$ cat config.mk
export PLATFORM = sky130hd
export DESIGN_NAME = multicycle_main_control
export DESIGN_NICKNAME = d
export VERILOG_FILES = /design/src/rtl/mc_ctrl_pkg.sv /design/src/rtl/mc_ctrl_outdec.sv /design/src/rtl/multicycle_main_control.sv
export SDC_FILE = /design/constraint.sdc
export NUM_CORES = 1
export LEC_CHECK = 0
export ABC_AREA = 1
export ABC_CLOCK_PERIOD_IN_PS = 2240
export BUFFER_PORTS_ARGS = -buffer_cell sky130_fd_sc_hd__buf_2
export CAP_MARGIN = 30
export CORE_UTILIZATION = 50
export DETAILED_ROUTE_END_ITERATION = 8
export PLACE_DENSITY = 0.77
export SYNTH_ARGS = -nofsm -noshare
export SYNTH_HDL_FRONTEND = slang
export SYNTH_SLANG_ARGS = --single-unit
$ cat constraint.sdc
create_clock -name clk -period 2.24 [get_ports clk]
set_input_delay 0.112 -clock clk [delete_from_list [all_inputs] [get_ports clk]]
set_output_delay 0.112 -clock clk [all_outputs]
set_load 0.005 [all_outputs]
$ cat src/rtl/mc_ctrl_pkg.sv
// Shared types and encodings for the multicycle main control FSM and its
// output decoder; ALUControl pulls its ALUOp encodings from here as well.
package mc_ctrl_pkg;

  typedef enum logic [3:0] {
    S_FETCH  = 4'd0,
    S_DECODE = 4'd1,
    S_MEMADR = 4'd2,
    S_MEMRD  = 4'd3,
    S_MEMWB  = 4'd4,
    S_MEMWR  = 4'd5,
    S_REXEC  = 4'd6,
    S_RWB    = 4'd7,
    S_IEXEC  = 4'd8,
    S_IWB    = 4'd9,
    S_BEQ    = 4'd10,
    S_JUMP   = 4'd11
  } state_t;

  localparam logic [5:0] OP_RTYPE = 6'b000000;
  localparam logic [5:0] OP_LW    = 6'b100011;
  localparam logic [5:0] OP_SW    = 6'b101011;
  localparam logic [5:0] OP_BEQ   = 6'b000100;
  localparam logic [5:0] OP_J     = 6'b000010;
  localparam logic [5:0] OP_ADDI  = 6'b001000;
  localparam logic [5:0] OP_ANDI  = 6'b001100;
  localparam logic [5:0] OP_ORI   = 6'b001101;

  localparam logic [2:0] ALUOP_R   = 3'b000;
  localparam logic [2:0] ALUOP_ADD = 3'b010;
  localparam logic [2:0] ALUOP_AND = 3'b011;
  localparam logic [2:0] ALUOP_OR  = 3'b100;
  localparam logic [2:0] ALUOP_SUB = 3'b001;

  localparam logic [1:0] SRCB_REGB  = 2'b00;
  localparam logic [1:0] SRCB_FOUR  = 2'b01;
  localparam logic [1:0] SRCB_IMM   = 2'b10;
  localparam logic [1:0] SRCB_IMMSH = 2'b11;

  localparam logic [1:0] PCSRC_ALU    = 2'b00;
  localparam logic [1:0] PCSRC_ALUOUT = 2'b01;
  localparam logic [1:0] PCSRC_JUMP   = 2'b10;

  typedef struct packed {
    logic       iord;
    logic       mem_read;
    logic       mem_write;
    logic       ir_write;
    logic       reg_dst;
    logic       mem_to_reg;
    logic       reg_write;
    logic       alu_src_a;
    logic [1:0] alu_src_b;
    logic [2:0] alu_op;
    logic [1:0] pc_source;
    logic       pc_write;
    logic       pc_write_cond;
  } ctrl_t;

  // Only the three immediate ALU ops reach IEXEC, so addi is the fallback.
  function automatic logic [2:0] imm_aluop(input logic [5:0] op);
    case (op)
      OP_ANDI: return ALUOP_AND;
      OP_ORI:  return ALUOP_OR;
      default: return ALUOP_ADD;
    endcase
  endfunction

endpackage

$ cat src/rtl/mc_ctrl_outdec.sv
// Moore output decoder: current state plus latched opcode to the full
// datapath control vector. Unused state codes decode to all-zero.
module mc_ctrl_outdec
  import mc_ctrl_pkg::*;
(
  input  state_t     state,
  input  logic [5:0] op,
  input  logic       mem_ready,
  output ctrl_t      ctrl
);

  always_comb begin
    ctrl = '0;
    case (state)
      S_FETCH: begin
        ctrl.mem_read  = 1'b1;
        ctrl.alu_src_b = SRCB_FOUR;
        ctrl.alu_op    = ALUOP_ADD;
        ctrl.pc_source = PCSRC_ALU;
        ctrl.ir_write  = mem_ready;
        ctrl.pc_write  = mem_ready;
      end
      S_DECODE: begin
        ctrl.alu_src_b = SRCB_IMMSH;
        ctrl.alu_op    = ALUOP_ADD;
      end
      S_MEMADR: begin
        ctrl.alu_src_a = 1'b1;
        ctrl.alu_src_b = SRCB_IMM;
        ctrl.alu_op    = ALUOP_ADD;
      end
      S_MEMRD: begin
        ctrl.iord     = 1'b1;
        ctrl.mem_read = 1'b1;
      end
      S_MEMWB: begin
        ctrl.mem_to_reg = 1'b1;
        ctrl.reg_write  = 1'b1;
      end
      // Write strobe stays up for the whole memory wait.
      S_MEMWR: begin
        ctrl.iord      = 1'b1;
        ctrl.mem_write = 1'b1;
      end
      S_REXEC: begin
        ctrl.alu_src_a = 1'b1;
        ctrl.alu_src_b = SRCB_REGB;
        ctrl.alu_op    = ALUOP_R;
      end
      S_RWB: begin
        ctrl.reg_dst   = 1'b1;
        ctrl.reg_write = 1'b1;
      end
      S_IEXEC: begin
        ctrl.alu_src_a = 1'b1;
        ctrl.alu_src_b = SRCB_IMM;
        ctrl.alu_op    = imm_aluop(op);
      end
      S_IWB: begin
        ctrl.reg_write = 1'b1;
      end
      S_BEQ: begin
        ctrl.alu_src_a     = 1'b1;
        ctrl.alu_src_b     = SRCB_REGB;
        ctrl.alu_op        = ALUOP_SUB;
        ctrl.pc_source     = PCSRC_ALUOUT;
        ctrl.pc_write_cond = 1'b1;
      end
      S_JUMP: begin
        ctrl.pc_source = PCSRC_JUMP;
        ctrl.pc_write  = 1'b1;
      end
      default: ;
    endcase
  end

endmodule

$ cat src/rtl/multicycle_main_control.sv
// Main control FSM of the multicycle processor: state sequencing, opcode
// latch, retired-instruction counter and reset gating of all strobes.
module multicycle_main_control
  import mc_ctrl_pkg::*;
#(
  parameter int CNT_W = 32
) (
  input  logic             clk,
  input  logic             reset,
  input  logic [5:0]       opcode,
  input  logic             mem_ready,
  output logic             IorD,
  output logic             MemRead,
  output logic             MemWrite,
  output logic             IRWrite,
  output logic             RegDst,
  output logic             MemtoReg,
  output logic             RegWrite,
  output logic             ALUSrcA,
  output logic [1:0]       ALUSrcB,
  output logic [2:0]       ALUOp,
  output logic [1:0]       PCSource,
  output logic             PCWrite,
  output logic             PCWriteCond,
  output logic             illegal_op,
  output logic [3:0]       state_dbg,
  output logic [CNT_W-1:0] instr_retired
);

  state_t     state;
  logic [5:0] op_q;
  logic       retire;
  ctrl_t      dec;

  mc_ctrl_outdec u_outdec (
    .state     (state),
    .op        (op_q),
    .mem_ready (mem_ready),
    .ctrl      (dec)
  );

  always_comb begin
    retire = 1'b0;
    case (state)
      S_MEMWB, S_RWB, S_IWB, S_BEQ, S_JUMP: retire = 1'b1;
      S_MEMWR:                              retire = mem_ready;
      default: ;
    endcase
  end

  always_ff @(posedge clk or posedge reset) begin
    if (reset) begin
      state         <= S_FETCH;
      illegal_op    <= 1'b0;
      instr_retired <= '0;
    end else begin
      illegal_op <= 1'b0;
      if (retire) instr_retired <= instr_retired + CNT_W'(1);
      case (state)
        S_FETCH: if (mem_ready) state <= S_DECODE;
        S_DECODE: begin
          case (opcode)
            OP_LW, OP_SW:             state <= S_MEMADR;
            OP_RTYPE:                 state <= S_REXEC;
            OP_ADDI, OP_ANDI, OP_ORI: state <= S_IEXEC;
            OP_BEQ:                   state <= S_BEQ;
            OP_J:                     state <= S_JUMP;
            default: begin
              state      <= S_FETCH;
              illegal_op <= 1'b1;
            end
          endcase
        end
        S_MEMADR: state <= (op_q == OP_SW) ? S_MEMWR : S_MEMRD;
        S_MEMRD:  if (mem_ready) state <= S_MEMWB;
        S_MEMWR:  if (mem_ready) state <= S_FETCH;
        S_REXEC:  state <= S_RWB;
        S_IEXEC:  state <= S_IWB;
        default:  state <= S_FETCH;
      endcase
    end
  end

  // Later states see only this copy, so IR changes after DECODE are ignored.
  always_ff @(posedge clk) begin
    if (state == S_DECODE) op_q <= opcode;
  end

  assign IorD        = dec.iord;
  assign MemRead     = dec.mem_read & ~reset;
  assign MemWrite    = dec.mem_write & ~reset;
  assign IRWrite     = dec.ir_write & ~reset;
  assign RegDst      = dec.reg_dst;
  assign MemtoReg    = dec.mem_to_reg;
  assign RegWrite    = dec.reg_write & ~reset;
  assign ALUSrcA     = dec.alu_src_a;
  assign ALUSrcB     = dec.alu_src_b;
  assign ALUOp       = dec.alu_op;
  assign PCSource    = dec.pc_source;
  assign PCWrite     = dec.pc_write & ~reset;
  assign PCWriteCond = dec.pc_write_cond & ~reset;
  assign state_dbg   = state;

endmodule

==> run metrics, run 1 <==
status finished, final reports clean; 1st-iter DRT viols 203; 1st-pass router iterations 5; core area 5608 um^2; maximum vdd drop 0.0005944 V; Hold WS 0.01614 ns; crit path max fanout 6; M1 WL 3665 um; Setup TNS 0 ns; initial antenna violation count 0; Power Dens Cells 740.5 nW/um^2; RSZ-0062 raised after global routing no; CP most frequent cell nor2_1; leak pwr 1.788 nW; kind of critical path reg -> out; Worst Skew 0.008281 ns; final hold vios 0; top routing layer used met4; CP peak stage delay 0.48 ns; fin util 61.07%; die width 79.00 um; layout cell share with drive strength beyond 1 18.61%; Setup-failing EPs final 0; Clk pin slew, worst setup/hold paths 0.08 ns; Clock Tree Buf Depth 2; Finished Cell Area 3425 um^2; placed insts 595; P&R area growth vs syn 15.53%; Max Clk Rate 559.6 MHz; PortBufs 62; Final HPWL DP 5934 um; WL per Instance 12.51 um; crit path time final 1.787 ns; GRT Total Usage 25.90%; routed vias/inst 5.132; pin count of the biggest net entering global routing 36; met3 WL post-DR 475 um; Clock Latency Late Sink 0.30 ns; hold path cells 1; CP required 2.13 ns; WL final 7556 um; Final WS setup 0.4532 ns; Max-Cap Viols 0; H-tree depth 2; Synth cell types 29; WL met2 3265 um; Die Span Y 79.00 um; HP Class in -> reg; root buffer selected by CTS clkbuf_8; CP Capture Type primary output; pre-CTS setup slack 0.5282 ns; first-pass GRT wire length 12680 um; Worst Path Arrival 1.67 ns; worst path bufs/invs 2; Seq cells post-synth 43; Top Ports 63; syn avg cell area 6.374 um^2; # diodes 0; Residual DRC 0; syn nets 475; Largest delay share family, worst path simple AND/OR/NAND/NOR gates; Finished Layout Cells 604; CTS sink count 43; Final ANT Viol Nets 0; routed via count 3100; mapped cell area 2964 um^2; CTS tree yes; Reg2Reg Depth 6; total power 2.536 mW; sequential area share after synthesis 37.32%; synth warn 0; headroom to the max-slew limit 58.30%; Routability Congestion 0.9287; crit share post-route 79.77%; initial core utilization 52.86%; Die ar. 6240 um^2; Cells after Synth 465; worst-path cell chain nor2_1, inv_1, nor2_1, a21oi_1, nor4_1, buf_2; crit path max-delay cell type dfrtp_1; number of global-route vias before repair 2750; Filler cells 577; cts bufs inserted 5; slew at the pin closest to its max-slew limit 0.6241 ns; crit start category flip-flop; Worst path depth 6; Layout Nets 541; row cnt 27; Area after DPL 3326 um^2; total gr overflow 0; max-slew violation count 0
## cell usage in the layout, fill, tap and decap left out, types with 6 or more instances in the layout
master    instances
buf_2            62
nand2_2           7
nor2_1           73
dfrtp_1          37
inv_2             6
nand2_1         196
xor2_1            9
o21ai_0          17
nand3_1          27
inv_1            46
edfxtp_1          6
## layout make-up
type	instances	area (um^2)	share of cell area (%)
Clock buffer	5	68.82	2.010
Clock inverter	3	20.02	0.5846
Sequential cell	43	1106	32.30
Timing Repair Buffer	65	335.3	9.792
Inverter	52	195.2	5.700
Tap cell	72	90.09	2.631
Multi-Input combinational cell	364	1609	46.99
## power by group
part           leakage, nW  switching [mW]  internal (mW)
Clock               0.0402           0.289          0.217
Sequential           0.560           0.140          0.930
Combinational         1.19           0.653          0.307
Total                 1.79            1.08           1.45
## worst register-to-register path, cell delays in order, from the launching register on
cell and delay (ns):
dfrtp_1 0.56, nor2_1 0.15, nand2_2 0.12, nand3_2 0.11, nor2_4 0.50, o21ai_0 0.17
nand2_1 0.09
## timing repair
| action | 4_1_cts | 5_1_grt |
|---|---|---|
| hold buffers | 1 | 0 |
| setup endpoints to repair | 0 | 0 |
| setup buffers | 0 | 0 |
| gates resized for setup | 0 | 0 |
| endpoints found under the hold margin | 37 | 0 |
## path summary, 6_finish.rpt
| check | start | slack (ns) | to |
|---|---|---|---|
| max in group asynchronous | reset | 1.54 | instr_retired[13]$_DFFE_PP0P_ |
| max | state_dbg[3]$_DFFE_PP0P_ | 0.45 | ALUOp[2] |
| min | opcode[5] | 0.02 | op_q[5]$_DFFE_PP_ |
| max reg2reg | state_dbg[1]$_DFFE_PP0P_ | 0.49 | instr_retired[4]$_DFFE_PP0P_ |
| min reg2reg | instr_retired[31]$_DFFE_PP0P_ | 0.58 | instr_retired[31]$_DFFE_PP0P_ |
| min in group asynchronous | reset | 0.47 | state_dbg[0]$_DFFE_PP0P_ |
## layer usage
metal  track usage [%]  vias to the layer above
met5                 0                        -
met4             7.636                        0
met3             4.713                       17
met2             39.31                      104
met1             37.43                     1419
li1                  -                     1560
## registers in the layout, summed over array words and instances, names as in the netlist
| name | cells |
|---|---|
| instr_retired | 32 |
| op_q | 6 |
| state_dbg | 4 |
| illegal_op | 1 |
## cells in the mapped netlist
master	count	share of area, %
nand2_1	196	25
nor2_1	73	9.2
inv_1	46	5.8
dfrtp_1	37	31
nand3_1	27	4.6
o21ai_0	17	2.9
xor2_1	9	2.7
nand2_2	7	1.5
edfxtp_1	6	6.1
inv_2	6	0.76
nor2_2	5	1.1
nor2_4	5	1.9
o21ai_1	4	0.68
buf_6	3	1.1
nand3b_1	3	0.76
nand4_1	3	0.63
a21oi_1	2	0.34
buf_4	2	0.51
nor3_1	2	0.34
nor4_1	2	0.42
or2_2	2	0.42
a31oi_1	1	0.21
buf_2	1	0.17
ha_1	1	0.42
nand2_4	1	0.38
nand3_2	1	0.34
o31ai_1	1	0.25
or2_0	1	0.21
xnor2_1	1	0.30
## cells by family (layout without fill, tap and decap cells)
family | after synthesis | after routing | synth area share, %
buf+inv | 58 | 125 | 8.400
fa+ha+maj | 1 | 1 | 0.4221
compound gates | 25 | 25 | 4.348
flops | 43 | 43 | 37.32
simple gates | 328 | 328 | 46.56
xor+xnor | 10 | 10 | 2.955
Note: power is estimated with default switching activity, not from simulation.
==> inputs of run 2 (changes only) <==
--- a/config.mk
+++ b/config.mk
@@ -6,12 +6,12 @@
 export NUM_CORES = 1
 export LEC_CHECK = 0
 export ABC_AREA = 1
-export ABC_CLOCK_PERIOD_IN_PS = 2240
+export ABC_CLOCK_PERIOD_IN_PS = 1500
 export BUFFER_PORTS_ARGS = -buffer_cell sky130_fd_sc_hd__buf_2
 export CAP_MARGIN = 30
 export CORE_UTILIZATION = 50
 export DETAILED_ROUTE_END_ITERATION = 8
-export PLACE_DENSITY = 0.77
+export PLACE_DENSITY = 0.8
 export SYNTH_ARGS = -nofsm -noshare
 export SYNTH_HDL_FRONTEND = slang
 export SYNTH_SLANG_ARGS = --single-unit
==> constraint.sdc (replaced) <==
create_clock -name clk -period 1.5 [get_ports clk]
set_input_delay 0.075 -clock clk [delete_from_list [all_inputs] [get_ports clk]]
set_output_delay 0.075 -clock clk [all_outputs]
set_load 0.005 [all_outputs]
==> run 2 against run 1 <==
Routed wire length grew 25%. Final cell count is 9.1% higher. Critical endpoint is now instr_retired[18]$_DFFE_PP0P_. Non-clock buffer count is 52 higher. Critical path type is now reg -> reg. The run now ends with negative setup slack left. Global-route usage is 4.4 points higher. Via count is 14% higher.
==> run metrics, run 2 (synthesis results as in run 1) <==
maximum vdd drop 0.0009507 V (was 0.0005944 V); Multi-input gate area 1747 um^2 (was 1609 um^2); CP Capture Type flip-flop (was primary output); pre-CTS setup slack -0.03134 ns (was 0.5282 ns); commonest non-fill, non-tap cell in the layout nand2_1 (unchanged); fin util 72.02% (was 61.07%); die width 79.00 um (unchanged); leak pwr 2.108 nW (was 1.788 nW); Filler cells 469 (was 577); Largest delay share family, worst path simple AND/OR/NAND/NOR gates (unchanged); max-slew violation count 0 (unchanged); total gr overflow 0 (unchanged); sequential power share 32.3% (was 42.2%); CP peak stage delay 0.41 ns (was 0.48 ns); crit path time final 1.680 ns; status finished with violations (was finished, final reports clean); PortBufs 62 (unchanged); routed vias/inst 5.366 (was 5.132); Finished Layout Cells 659 (was 604); pin count of the biggest net entering global routing 29 (was 36); layout cell share with drive strength beyond 1 30.15% (was 18.61%); total power 4.896 mW (was 2.536 mW); kind of critical path reg -> reg (was reg -> out); worst-path cell chain buf_4, inv_2, nor2_1, nand2_1, nand2_2, nor2_4, buf_4, nand2_8, nand3_1, nand2_1, inv_1 (was nor2_1, inv_1, nor2_1, a21oi_1, nor4_1, buf_2); Net Sw Frac 40.49% (was 42.67%); GRT Total Usage 30.30% (was 25.90%); worst path bufs/invs 4 (was 2); CTS sink count 43 (unchanged); core area 5608 um^2 (unchanged); Setup TNS -2.918 ns (was 0 ns); Max Clk Rate 595.4 MHz; FF+latch area 1112 um^2 (was 1106 um^2); CTS tree yes (unchanged); Routability Congestion 0.9306 (was 0.9287); H-tree depth 2 (unchanged); failing checks negative setup slack; Combinational Power Share 49.4% (was 37.8%); headroom to the max-slew limit 76.15% (was 58.30%); first-pass GRT wire length 14920 um (was 12680 um); crit share post-route 112.0%; RSZ-0062 raised after global routing yes (was no); Clock Latency Late Sink 0.30 ns (about the same); WL final 9412 um (was 7556 um); CP required 1.69 ns (was 2.13 ns); root buffer selected by CTS clkbuf_8 (unchanged); Die ar. 6240 um^2 (unchanged); final hold vios 0 (unchanged); 1st-pass router iterations 5 (unchanged); Residual DRC 0 (unchanged); Power Dens Cells 1212 nW/um^2 (was 740.5 nW/um^2); Layout Nets 596 (was 541); Final ANT Viol Nets 0 (unchanged); Die Span Y 79.00 um (unchanged); slew at the pin closest to its max-slew limit 0.3540 ns (was 0.6241 ns); Worst Path Arrival 1.87 ns (was 1.67 ns); Switching Power 1.983 mW (was 1.082 mW); P_int 2.914 mW (was 1.454 mW); HP Class in -> reg (unchanged); crit path max-delay cell type dfrtp_1 (unchanged); Max-Cap Viols 0 (unchanged); placed insts 627 (was 595); Setup-failing EPs final 45 (was 0); crit start category flip-flop (unchanged); Worst Skew 0.006091 ns (was 0.008281 ns); Final WS setup -0.1796 ns (was 0.4532 ns); Clk pwr share 18.3% (was 20.0%); Top Ports 63 (unchanged); max reg flops 32 (unchanged); routed via count 3536 (was 3100); Biggest register instr_retired (unchanged); initial antenna violation count 0 (unchanged); Final HPWL DP 6423 um (was 5934 um); number of global-route vias before repair 3255 (was 2750); # diodes 0 (unchanged); cts bufs inserted 5 (unchanged); most frequent cells in the layout 189 x nand2_1, 62 x nor2_1, 62 x buf_2 (was 196 x nand2_1, 73 x nor2_1, 62 x buf_2); 1st-iter DRT viols 287 (was 203); crit path max fanout 9 (was 6); row cnt 27 (unchanged); P&R area growth vs syn 36.26% (was 15.53%); Clk pin slew, worst setup/hold paths 0.08 ns (about the same); initial core utilization 52.86% (unchanged); Clock Tree Buf Depth 2 (unchanged); WL per Instance 14.28 um (was 12.51 um)
-- run 2: changes by cell type in the layout (fill, tap and decap cells not counted), sizes merged --
cell         before  now
buf              64  110
dlygate4sd3       1    7
nand2           204  207
clkinvlp          2    0
bufinv            0    1
clkinv            1    2
-- run 2: final cells by class --
| class | instances | area share, % |
|---|---|---|
| repair buffers | 117 | 19.24 |
| clock inverters | 3 | 0.9603 |
| well taps | 72 | 2.230 |
| inverters | 52 | 5.081 |
| multi-input cells | 367 | 43.25 |
| flip-flops and latches | 43 | 27.54 |
| clock buffers | 5 | 1.704 |
-- run 2: power by group through the flow --
stage	logic [mW]	clock network (mW)	registers, mW
floorplan	1.06	0	1.56
global placement	1.69	0	1.56
detailed placement	1.73	0	1.58
CTS	2.06	0.912	1.55
global route	2.60	0.948	1.60
finish	2.42	0.898	1.58
-- run 2: path summary, 6_finish.rpt --
check	to	cells after the start	slack, ns	from
min in group asynchronous	instr_retired[5]$_DFFE_PP0P_	4	0.50	reset
max in group asynchronous	instr_retired[15]$_DFFE_PP0P_	4	0.74	reset
worst min-delay path	state_dbg[1]$_DFFE_PP0P_	4	0.13	mem_ready
worst max-delay path	instr_retired[18]$_DFFE_PP0P_	11	-0.18	state_dbg[3]$_DFFE_PP0P_
worst max register to register	instr_retired[18]$_DFFE_PP0P_	11	-0.18	state_dbg[3]$_DFFE_PP0P_
worst min register to register	instr_retired[31]$_DFFE_PP0P_	2	0.55	instr_retired[31]$_DFFE_PP0P_
-- run 2: stage by stage --
step,hold WS (ns),cell area [um^2]
floorplan,0.1739,2964
global placement,0.2156,3578
detailed placement,0.2266,3578
CTS,0.09352,3892
global route,0.1524,4039
finish,0.1343,4039
-- run 2: metal layers --
metal / routed length [um] / vias to the layer above / part of all wire, % / global-route usage, %
met3: 676 / 25 / 7.2 / 3.793
met1: 4013 / 1620 / 43 / 40.07
met4: 214 / 0 / 2.3 / 9.636
met5: 0 / - / 0 / 0
met2: 4508 / 205 / 48 / 51.29
li1: - / 1686 / - / -
-- run 2: timing repair --
| action | 4_1_cts | 5_1_grt |
|---|---|---|
| gates resized for setup | 16 | 35 |
| endpoints found under the hold margin | 43 | 0 |
| setup endpoints to repair | 16 | 47 |
| cloned | 2 | 1 |
| pin swaps | 9 | 7 |
| buffers inserted | 25 | 7 |
| hold buffers | 7 | 0 |
-- run 2: tightest hold or removal path, stage by stage --
cell,delay [ns]
buf_2,0.11
inv_1,0.07
nand2_1,0.07
nand3_1,0.06
==> inputs of run 3 (changes only) <==
--- a/config.mk
+++ b/config.mk
@@ -12,6 +12,7 @@
 export CORE_UTILIZATION = 50
 export DETAILED_ROUTE_END_ITERATION = 8
 export PLACE_DENSITY = 0.8
+export SETUP_SLACK_MARGIN = 0.5
 export SYNTH_ARGS = -nofsm -noshare
 export SYNTH_HDL_FRONTEND = slang
 export SYNTH_SLANG_ARGS = --single-unit
==> run 3 against run 2 <==
The run ends with design-rule violations, negative hold slack, negative setup slack left. Final cell count is 3.3% higher. Non-clock buffer count rose by 24. Routed wire length is 49% higher. Combinational power up 66%. Count of clock-buffer cells in the layout stayed put. First-iteration DRC count grew to 2.8 times the previous value. Critical endpoint unchanged. Largest cell class unchanged. Largest power group unchanged. Highest routed layer unchanged.
==> run metrics, run 3 (synthesis results as in run 1) <==
status finished with violations (unchanged); failing checks design-rule violations, negative hold slack, negative setup slack (was negative setup slack); CTS tree yes (unchanged); slew at the pin closest to its max-slew limit 0.5077 ns (was 0.3540 ns); Setup TNS -7.117 ns (was -2.918 ns); Final WS setup -0.3184 ns (was -0.1796 ns); crit path max-delay cell type dfrtp_2 (was dfrtp_1); Clock Tree Buf Depth 2 (unchanged); Final ANT Viol Nets 0 (unchanged); CP peak stage delay 0.39 ns (was 0.41 ns); worst reg-to-reg setup slack -0.32 ns (was -0.18 ns); # diodes 0 (unchanged); pre-CTS setup slack -0.01959 ns (was -0.03134 ns); Residual DRC 28 (was 0); CP most frequent cell nand2_1; P&R area growth vs syn 61.71% (was 36.26%); Clock Latency Late Sink 0.31 ns (was 0.30 ns); FF-to-FF End instr_retired[18]$_DFFE_PP0P_ (unchanged); top routing layer used met4 (unchanged); WL met2 6313 um (was 4508 um); CP required 1.74 ns (was 1.69 ns); Final HPWL DP 6265 um (was 6423 um); Largest delay share family, worst path simple AND/OR/NAND/NOR gates (unchanged); Reg2Reg Depth 11 (unchanged); crit path time final 1.818 ns (was 1.680 ns); Biggest register instr_retired (unchanged); Clk pwr share 14.2% (was 18.3%); Max-Cap Viols 0 (unchanged); Worst path depth 11 (unchanged); routed via count 4201 (was 3536); row cnt 27 (unchanged); M1 WL 4562 um (was 4013 um); Worst Setup SP state_dbg[2]$_DFFE_PP0P_ (was state_dbg[3]$_DFFE_PP0P_); crit share post-route 121.2% (was 112.0%); max reg flops 32 (unchanged); maximum vdd drop 0.001389 V (was 0.0009507 V); Top Ports 63 (unchanged); Combinational Power Share 61.1% (was 49.4%); 1st-iter DRT viols 798 (was 287); worst setup path endpoint instr_retired[18]$_DFFE_PP0P_ (unchanged); placed insts 623 (was 627); initial antenna violation count 0 (unchanged); H-tree depth 2 (unchanged); Net Sw Frac 44.46% (was 40.49%); Die Span Y 79.00 um (unchanged); Worst Skew 0.008028 ns (was 0.006091 ns); most frequent cells in the layout 159 x nand2_1, 55 x nor2_1, 51 x buf_6 (was 189 x nand2_1, 62 x nor2_1, 62 x buf_2); Layout Nets 618 (was 596); Power Dens Cells 1368 nW/um^2 (was 1212 nW/um^2); RSZ-0062 raised after global routing yes (unchanged); number of global-route vias before repair 3562 (was 3255); WL final 14060 um (was 9412 um); Setup-failing EPs final 48 (was 45); Max Clk Rate 549.9 MHz (was 595.4 MHz); Worst Path Arrival 2.06 ns (was 1.87 ns); max-slew violation count 0 (unchanged); Die ar. 6240 um^2 (unchanged); cts bufs inserted 5 (unchanged); Routability Congestion 0.9731 (was 0.9306); 1st-pass router iterations 9 (was 5); Finished Layout Cells 681 (was 659); Filler cells 263 (was 469); Clk pin slew, worst setup/hold paths 0.09 ns (was 0.08 ns); leak pwr 2.355 nW (was 2.108 nW); routed vias/inst 6.169 (was 5.366); pin count of the biggest net entering global routing 37 (was 29); first-pass GRT wire length 16770 um (was 14920 um); root buffer selected by CTS clkbuf_8 (unchanged); crit path max fanout 8 (was 9); final hold vios 1 (was 0); layout cell share with drive strength beyond 1 43.68% (was 30.15%); Switching Power 2.916 mW (was 1.983 mW); die width 79.00 um (unchanged); initial core utilization 52.86% (unchanged); sequential power share 24.7% (was 32.3%); total gr overflow 0 (unchanged); headroom to the max-slew limit 66.15% (was 76.15%); commonest non-fill, non-tap cell in the layout nand2_1 (unchanged); crit start category flip-flop (unchanged); kind of critical path reg -> reg (unchanged); WL per Instance 20.65 um (was 14.28 um); CP Capture Type flip-flop (unchanged); worst path bufs/invs 4 (unchanged); GRT Total Usage 34.88% (was 30.30%); PortBufs 62 (unchanged); HP Class in -> async (was in -> reg); worst-path cell chain inv_2, buf_4, nor2_4, nand3_4, nand2_4, inv_8, nand2_8, nand2_1, nand2_1, nand2_1, inv_1 (was buf_4, inv_2, nor2_1, nand2_1, nand2_2, nor2_4, buf_4, nand2_8, nand3_1, nand2_1, inv_1); met3 WL post-DR 1894 um (was 676 um); Hold WS -0.003212 ns (was 0.1343 ns); core area 5608 um^2 (unchanged); FF-to-FF Start state_dbg[2]$_DFFE_PP0P_ (was state_dbg[3]$_DFFE_PP0P_); CTS sink count 43 (unchanged); P_int 3.643 mW (was 2.914 mW)
[run 3: per-layer routing]
layer,GRT usage (%),vias to the layer above
met1,42.78,1866
li1,-,1719
met5,0,-
met3,6.322,171
met4,18.18,0
met2,58.28,445
[run 3: layout make-up]
type / instances / area (um^2) / area share (%)
multi-input combinational: 365 / 2012 / 41.97
timing repair buffer: 141 / 1237 / 25.82
sequential: 43 / 1127 / 23.52
inverter: 52 / 219.0 / 4.568
tap: 72 / 90.09 / 1.879
clock buffer: 5 / 68.82 / 1.436
clock inverter: 3 / 38.79 / 0.8092
[run 3: what timing repair did]
action                                 4_1_cts  5_1_grt
hold buffers                                 7        0
endpoints found under the hold margin        7        0
cloned                                       1        4
setup endpoints to repair                   78       88
pin swaps                                   14       25
resized for setup                           79       81
setup buffers                               22       16
[run 3: through the flow]
stage / hold WS, ns / utilization [%] / total power [mW] / instance area, um^2
after floorplan: 0.04315 / - / 2.871 / 3078
after global placement: 0.003971 / 65.28 / 3.423 / 3661
after detailed placement: 0.01041 / 65.28 / 3.481 / 3661
after CTS: 0.01819 / 77.04 / 5.121 / 4320
after global routing: 0.05756 / 85.48 / 6.749 / 4793
final: -0.003212 / 85.48 / 6.559 / 4793
[run 3: worst min-delay path, delay by kind of cell]
family | cells | cell delay (ns)
buf+inv | 3 | 0.68
[run 3: worst min path at each step]
stage / from / to / slack [ns] / cells after the start
global placement: reset / state_dbg[0]$_DFFE_PP0P_ / 0.004 / 2
floorplan: reset / illegal_op$_DFF_PP0_ / 0.04 / 1
detailed placement: reset / state_dbg[0]$_DFFE_PP0P_ / 0.01 / 2
global route: reset / state_dbg[2]$_DFFE_PP0P_ / 0.06 / 3
finish: reset / state_dbg[2]$_DFFE_PP0P_ / -0.003 / 3
CTS: reset / instr_retired[18]$_DFFE_PP0P_ / 0.02 / 3
[run 3: power by group through the flow]
stage / sequential, mW / combinational (mW) / clock [mW]
2_1_floorplan: 1.60 / 1.27 / 0
3_3_place_gp: 1.63 / 1.79 / 0
3_5_place_dp: 1.64 / 1.84 / 0
4_1_cts: 1.55 / 2.65 / 0.918
5_1_grt: 1.62 / 4.17 / 0.957
6_report: 1.62 / 4.01 / 0.928
